$ cat config.mk
export PLATFORM = sky130hd
export DESIGN_NAME = sipo_deserializer
export DESIGN_NICKNAME = d
export VERILOG_FILES = /design/src/rtl/sipo_deserializer.sv
export SDC_FILE = /design/constraint.sdc
export NUM_CORES = 1
export LEC_CHECK = 0
export ABC_CLOCK_PERIOD_IN_PS = 1900
export BUFFER_PORTS_ARGS = -buffer_cell sky130_fd_sc_hd__buf_2
export CORE_MARGIN = 2
export CORE_UTILIZATION = 45
export DETAILED_ROUTE_END_ITERATION = 8
export PLACE_DENSITY = 0.77
export REMOVE_ABC_BUFFERS = 1
export SYNTH_ARGS = -nofsm -noshare
export SYNTH_HDL_FRONTEND = slang
export SYNTH_SLANG_ARGS = --single-unit
export TNS_END_PERCENT = 1
$ cat constraint.sdc
create_clock -name clk -period 1.9 [get_ports clk]
set_input_delay 0.095 -clock clk [delete_from_list [all_inputs] [get_ports clk]]
set_output_delay 0.095 -clock clk [all_outputs]
set_load 0.05 [all_outputs]
$ cat src/rtl/sipo_deserializer.sv
// ============================================================================
// sipo_deserializer: serial-in/parallel-out deserializer with bit order,
// back-to-back frames, abort, busy flag and optional parity (DESER_PARITY_EN).
// Revision: 1.0
// ============================================================================
`default_nettype none

module sipo_deserializer #(
    parameter int WIDTH      = 8,
    parameter int MSB_FIRST  = 0,
    parameter int PARITY_ODD = 0
) (
    input  logic             clk,
    input  logic             rst_n,
    input  logic             piso_start,
    input  logic             ser_in,
    input  logic             abort,
    output logic [WIDTH-1:0] prl_out,
    output logic             prl_valid,
    output logic             busy,
    output logic             parity_err
);

    localparam int                 c_CNT_W = $clog2(WIDTH);
    localparam logic [c_CNT_W-1:0] c_LAST  = c_CNT_W'(WIDTH - 1);

    typedef enum logic [1:0] {
        S_IDLE  = 2'd0,
        S_SHIFT = 2'd1,
        S_PAR   = 2'd2
    } state_t;

    state_t             r_state;
    state_t             w_state_nxt;
    logic [c_CNT_W-1:0] r_cnt;
    logic [WIDTH-1:0]   r_shift;
    logic [WIDTH-1:0]   w_shift_nxt;
    logic [WIDTH-1:0]   w_word;
    logic [WIDTH-1:0]   r_prl;
    logic               r_valid;
    logic               r_busy;
    logic               w_shift_en;
    logic               w_cnt_inc;
    logic               w_complete;
    logic               w_last;

    if (WIDTH < 2 || WIDTH > 32 || PARITY_ODD < 0 || PARITY_ODD > 1) begin : g_param_check
        $error("sipo_deserializer: WIDTH must be 2..32 and PARITY_ODD 0 or 1");
    end

    if (MSB_FIRST != 0) begin : g_msb_first
        assign w_shift_nxt = {r_shift[WIDTH-2:0], ser_in};
    end else begin : g_lsb_first
        assign w_shift_nxt = {ser_in, r_shift[WIDTH-1:1]};
    end

    assign w_last = (r_cnt == c_LAST);

    always_comb begin
        w_state_nxt = r_state;
        w_shift_en  = 1'b0;
        w_cnt_inc   = 1'b0;
        w_complete  = 1'b0;
        unique case (r_state)
            S_IDLE: begin
                if (piso_start && !abort) begin
                    w_state_nxt = S_SHIFT;
                end
            end
            S_SHIFT: begin
                if (abort) begin
                    w_state_nxt = S_IDLE;
                end else begin
                    w_shift_en = 1'b1;
                    if (w_last) begin
`ifdef DESER_PARITY_EN
                        w_state_nxt = S_PAR;
`else
                        w_complete  = 1'b1;
                        w_state_nxt = piso_start ? S_SHIFT : S_IDLE;
`endif
                    end else begin
                        w_cnt_inc = 1'b1;
                    end
                end
            end
`ifdef DESER_PARITY_EN
            S_PAR: begin
                if (abort) begin
                    w_state_nxt = S_IDLE;
                end else begin
                    w_complete  = 1'b1;
                    w_state_nxt = piso_start ? S_SHIFT : S_IDLE;
                end
            end
`endif
            default: w_state_nxt = S_IDLE;
        endcase
    end

    // Counter is only non-zero mid-frame, so every entry into SHIFT starts at 0
    always_ff @(posedge clk or negedge rst_n) begin
        if (!rst_n) begin
            r_state <= S_IDLE;
            r_cnt   <= '0;
        end else begin
            r_state <= w_state_nxt;
            r_cnt   <= w_cnt_inc ? r_cnt + c_CNT_W'(1) : '0;
        end
    end

`ifdef DESER_PARITY_EN
    logic r_par_err;
    logic w_par_calc;

    assign w_word     = r_shift;
    assign w_par_calc = ((^r_shift) ^ ser_in) != 1'(PARITY_ODD);

    always_ff @(posedge clk or negedge rst_n) begin
        if (!rst_n) begin
            r_par_err <= 1'b0;
        end else begin
            r_par_err <= w_complete & w_par_calc;
        end
    end

    assign parity_err = r_par_err;
`else
    assign w_word     = w_shift_nxt;
    assign parity_err = 1'b0;
`endif

    always_ff @(posedge clk or negedge rst_n) begin
        if (!rst_n) begin
            r_shift <= '0;
            r_prl   <= '0;
            r_valid <= 1'b0;
            r_busy  <= 1'b0;
        end else begin
            if (w_shift_en) begin
                r_shift <= w_shift_nxt;
            end
            if (w_complete) begin
                r_prl <= w_word;
            end
            r_valid <= w_complete;
            r_busy  <= (w_state_nxt != S_IDLE);
        end
    end

    assign prl_out   = r_prl;
    assign prl_valid = r_valid;
    assign busy      = r_busy;

endmodule

`default_nettype wire
== Word level (Yosys, flattened, before mapping) ==
Cells that the tools add are included.
Storage, ports and cells
  bits in registers: 23
  bits of input ports: 5
  output and inout bits: 11
  logic and storage cells: 27
Operators by class
  add/sub/neg operators: 1
  equal/unequal tests: 2
  mux-type cells: 14
  reduce and logical (&&, ||, !) cells: 4
Operators by type and width (count)
  two-way mux 1 bit: 9
  two-way mux 2 bit: 3
  case mux 2 bit (2 select lines): 1
  adder 3 x 1 -> 3 bit (second input constant): 1
  equality test 3 bit (second input constant): 1
  two-way mux 3 bit: 1
  equality test 2 x 1 -> 1 bit (second input constant): 1
  logical NOT 2 bit: 1
  nonzero test 2 bit: 1
  logical AND 1 bit: 1
  logical NOT 1 bit: 1

== Depth between registers and ports, before layout ==
  word-level depth: 5
  gate-level depth with buffers: 5
  depth with buffers taken out: 4

== Worst setup path before layout ==
OpenSTA, ideal clock, no wires.
  path type: register to register
  start point: reg r_cnt[0]
  end point: reg r_prl[7], in the netlist prl_out[7]
  library setup time: 125 ps
  arrival: 1315 ps
  required time: 1775 ps
  path slack: 460 ps
  stages on the path, launching flop included: 6
  buffers on the path: 1
  cell sequence: dfrtp_1 -> ha_1 -> ha_1 -> nor4bb_1 -> buf_4 -> mux2_2
Between the ends
  longest elaborated chain between the ends: 4
RTL lines
  from (decl): line 35  | logic [c_CNT_W-1:0] r_cnt;
  from (signal assigned): line 108  | r_cnt <= w_cnt_inc ? r_cnt + c_CNT_W'(1) : '0;
  equality test 3 bit: line 57  | assign w_last = (r_cnt == c_LAST);
  two-way mux 1 bit: line 75  | if (w_last) begin
  two-way mux 1 bit: line 71  | if (abort) begin
  two-way mux 1 bit: line 64  | unique case (r_state)
  net w_complete: line 44  | logic w_complete;
  to (signal assigned): line 144  | r_prl <= w_word;
  to (decl): line 39  | logic [WIDTH-1:0] r_prl;
The timed path passes the listed nets, and every way through them passes these cells.
A chain may end at the register's enable or synchronous reset.

== Worst setup path after layout ==
  start point: reg r_cnt[0]
  end point: reg r_prl[4], in the netlist prl_out[4]
Between the ends
  longest elaborated chain between the ends: 4
RTL lines (line)
  equality test 3 bit: 57
  two-way mux 1 bit: 75
  two-way mux 1 bit: 71
  two-way mux 1 bit: 64
Every way passes these cells.

==> impl_summary.log <==
INFO  metric outcome = completed
INFO  metric layoutNonFillerInstCount = 97
INFO  metric core = 1764 um2
INFO  metric worstSetupStartpoint = r_cnt[0]
INFO  metric seq_power_share = between 50% and 60%
INFO  metric critPathMaxStageDelay = 0.37 ns
INFO  metric max_cap_violations = 0
INFO  metric die_width = 47.64 um
INFO  metric clock_tree.root_cell = sky130_fd_sc_hd__clkbuf_4
INFO  metric worstHoldPathType = input port to flip-flop
INFO  metric critical_path_sink = prl_out[4]
INFO  metric synth.lib_cells_used.distinct = 12
INFO  metric ys_seq_area_share = approximately 64%
INFO  metric crit_required = 2.09 ns
INFO  metric cp-end-kind = flip-flop
INFO  metric numClockSinks = 22
INFO  metric final_slew_violations = 0
INFO  metric ant_nets = 0
INFO  metric maxClockFrequency = 633.2 MHz
INFO  metric cell_internal_pwr = between 0.7 and 0.8 mW
INFO  metric io_port_bufs = 14
INFO  metric detailedPlacementHpwl = 890.6 um
INFO  metric fin_worst_skew = 0.008039 ns
INFO  metric clock_power_share = 38.2%
INFO  metric synth_area = 857.1 um2
INFO  metric r2r_end = prl_out[4]
INFO  metric switching_share = 19.76%
INFO  metric critical_path.slowest_cell = sky130_fd_sc_hd__dfrtp_1
INFO  metric power.leakage = between 0.5 and 0.6 nW
INFO  metric worstRegToRegCells = 5
INFO  metric final-setup-viol-count = 0
INFO  metric cts_tree = yes
INFO  metric cts_setup_buffers = 0
INFO  metric path_common_cell = sky130_fd_sc_hd__ha_1
INFO  metric final_period_util = 83.12%
INFO  metric total_global_routing_overflow = 0
INFO  metric rows = 15
INFO  metric final_nets = approximately 80
INFO  metric die-area = 2270 um2
INFO  metric cts-htree-levels = 1
INFO  metric cts_repair_resize_count = 0
INFO  metric first_global_vias = 487
INFO  metric worst_ir_drop_vdd = 0.5688 mV
INFO  metric remaining_drcs = 0
INFO  metric post_placement_cell_count = between 90 and 100
INFO  metric start_util = 48.58%
INFO  metric synthesis.yosys.warnings = 0
INFO  metric global_route_wire_length_before_repair = 2021 um
INFO  metric flow.area_growth_from_synthesis = 18.69%
INFO  metric number_of_antenna_violations_at_the_first_check_in_global_routing = 0
INFO  metric drt_first_iter_violations = 1
INFO  metric floorplan.die.height = 47.64 um
INFO  metric slack_of_the_worst_reg_to_reg_path = 0.32 ns
INFO  metric num_io_pins = 16
INFO  metric combinationalPowerShare = between 5 and 6%
INFO  metric worst_setup_path_category = flip-flop to flip-flop
INFO  metric dr_total_vias = 468
INFO  metric postSynthRegisterBits = 22
INFO  metric path_cells = ha_1, ha_1, nor4bb_1, buf_4, mux2_2
INFO  metric post_route_cells_drive_above_1_share = approximately 50%
INFO  metric final_hold_viol_count = 0
INFO  metric clock_insertion_delay_worst_skew = ~0.30 ns
INFO  metric overall_power_after_layout = 0.9124 mW
INFO  metric cts.reportedPaths.clkPinSlew = 0.11 ns
INFO  metric post-route-min-period = 1.579 ns
INFO  metric p_sw = 0.1803 mW
INFO  metric gr-usage-all-layers = 13.71%
INFO  metric wl = between 1000 and 1500 um
INFO  metric n_antenna_cell = 0
INFO  metric arrival = 1.77 ns
INFO  metric place_congestion = between 0.6 and 0.7
INFO  metric unrepaired_setup_endpoints_after_global_routing = no
INFO  metric final_core_utilization = ~58%
INFO  metric cts_inserted_buffers = 3
INFO  metric maximum_number_of_pins_on_one_net_before_global_route_repair = 23
INFO  metric power_density_cells = 896.9 nW/um2
INFO  metric timing.critical_path.from_type = flip-flop
INFO  metric netlist_instances = 53
INFO  metric syn_area_per_cell = 16.17 um2
INFO  metric detailed_router_iteration_count_before_antenna_repair = 2
INFO  metric critical_path.max_fanout = 9
INFO  metric detail_route.wl_per_cell = 12.36 um
INFO  metric vias_per_cell = 4.825
INFO  metric ctsLongestPathBuffers = 2
INFO  metric rr_startpoint = r_cnt[0]
INFO  metric fillerInstances = 160
==> area by class of cell <==
cell class / count / area [um2] / share of cell area (%)
flip-flops and latches: 22 / 550.5 / 54.12
multi-input cells: 30 / 295.3 / 29.03
repair buffers: 16 / 87.58 / 8.610
well taps: 25 / 31.28 / 3.075
clock inverters: 1 / 30.03 / 2.952
clock buffers: 3 / 22.52 / 2.214
==> how the worst min path moves through the flow <==
stage                  to  cells past startpoint  startpoint  slack (ns)
5_1_grt        prl_out[7]                      2      ser_in        0.02
2_1_floorplan        busy                      0       rst_n       -0.20
6_report             busy                      2  piso_start        0.03
3_5_place_dp   prl_out[1]                      1       rst_n        0.08
3_3_place_gp         busy                      1       rst_n        0.07
4_1_cts              busy                      2  piso_start        0.02
==> critical path: cells and delay by family (launching register included) <==
family,cells,cell delay [ns]
mux,1,0.35
fa+ha+maj,2,0.31
simple gates,1,0.21
buf+inv,1,0.22
flops,1,0.37
==> cells by family after synthesis <==
kind of cell             synth area share (%)
AO/OA/AOI/OAI                           1.751
adder cells (fa/ha/maj)                 4.380
buffers and inverters                   1.751
flip-flops                              64.23
AND/OR/NAND/NOR                         7.737
other                                  0.4375
multiplexers                            19.71
==> power by group through the flow <==
stage          registers, mW  logic (mW)  clock network (mW)
2_1_floorplan          0.518      0.0310                   0
3_3_place_gp           0.518      0.0518                   0
3_5_place_dp           0.520      0.0541                   0
4_1_cts                0.510      0.0559               0.357
5_1_grt                0.515      0.0617               0.376
6_report               0.510      0.0540               0.349
==> flip-flops by register name (all words and copies together), names as in the netlist <==
register	flops
r_shift	7
prl_out	8
r_cnt	3
busy	1
prl_valid	1
r_state	2
==> cells in the final DEF (no fill, tap or decap), drive strengths merged <==
master	instances
buf	15
nor2	1
and2	2
nor2b	2
o21a	2
dlygate4sd3	1
ha	3
dfrtp	22
conb	2
mux2	15
nor4b	1
clkbuf	3
nor4bb	1
bufinv	1
nor3b	1
==> timing repair <==
| action | CTS | global route |
|---|---|---|
| hold buffers | 1 | 0 |
| endpoints found under the hold margin | 22 | 0 |
| endpoints found under the setup margin | 0 | 0 |
==> Yosys cell counts <==
master	instances	area share, %
sky130_fd_sc_hd__dfrtp_1	22	64
sky130_fd_sc_hd__mux2_2	15	20
sky130_fd_sc_hd__ha_1	3	4.4
sky130_fd_sc_hd__and2_1	2	1.5
sky130_fd_sc_hd__buf_4	2	1.8
sky130_fd_sc_hd__nor2b_1	2	1.5
sky130_fd_sc_hd__o21a_1	2	1.8
sky130_fd_sc_hd__conb_1	1	0.44
sky130_fd_sc_hd__nor2_1	1	0.44
sky130_fd_sc_hd__nor3b_4	1	2.2
sky130_fd_sc_hd__nor4b_1	1	1.0
sky130_fd_sc_hd__nor4bb_1	1	1.2
==> layer usage <==
metal  wire length (um)  GRT usage [%]
met2                588          23.51
met3                 54          1.887
met1                503          14.18
met4                 53          12.97
met5                  0              0
==> per-stage QoR <==
step	setup slack [ns]	setup TNS [ns]	hold WS (ns)	cell area, um2
after global placement	0.4005	0	0.07293	954.7
after global routing	0.2179	0	0.02244	1017
after detailed placement	0.3257	0	0.07655	954.7
final	0.3207	0	0.02891	1017
after floorplan	-0.1543	-1.233	-0.2006	845.8
after CTS	0.3037	0	0.02400	1017
(Power assumes the default switching activity.)
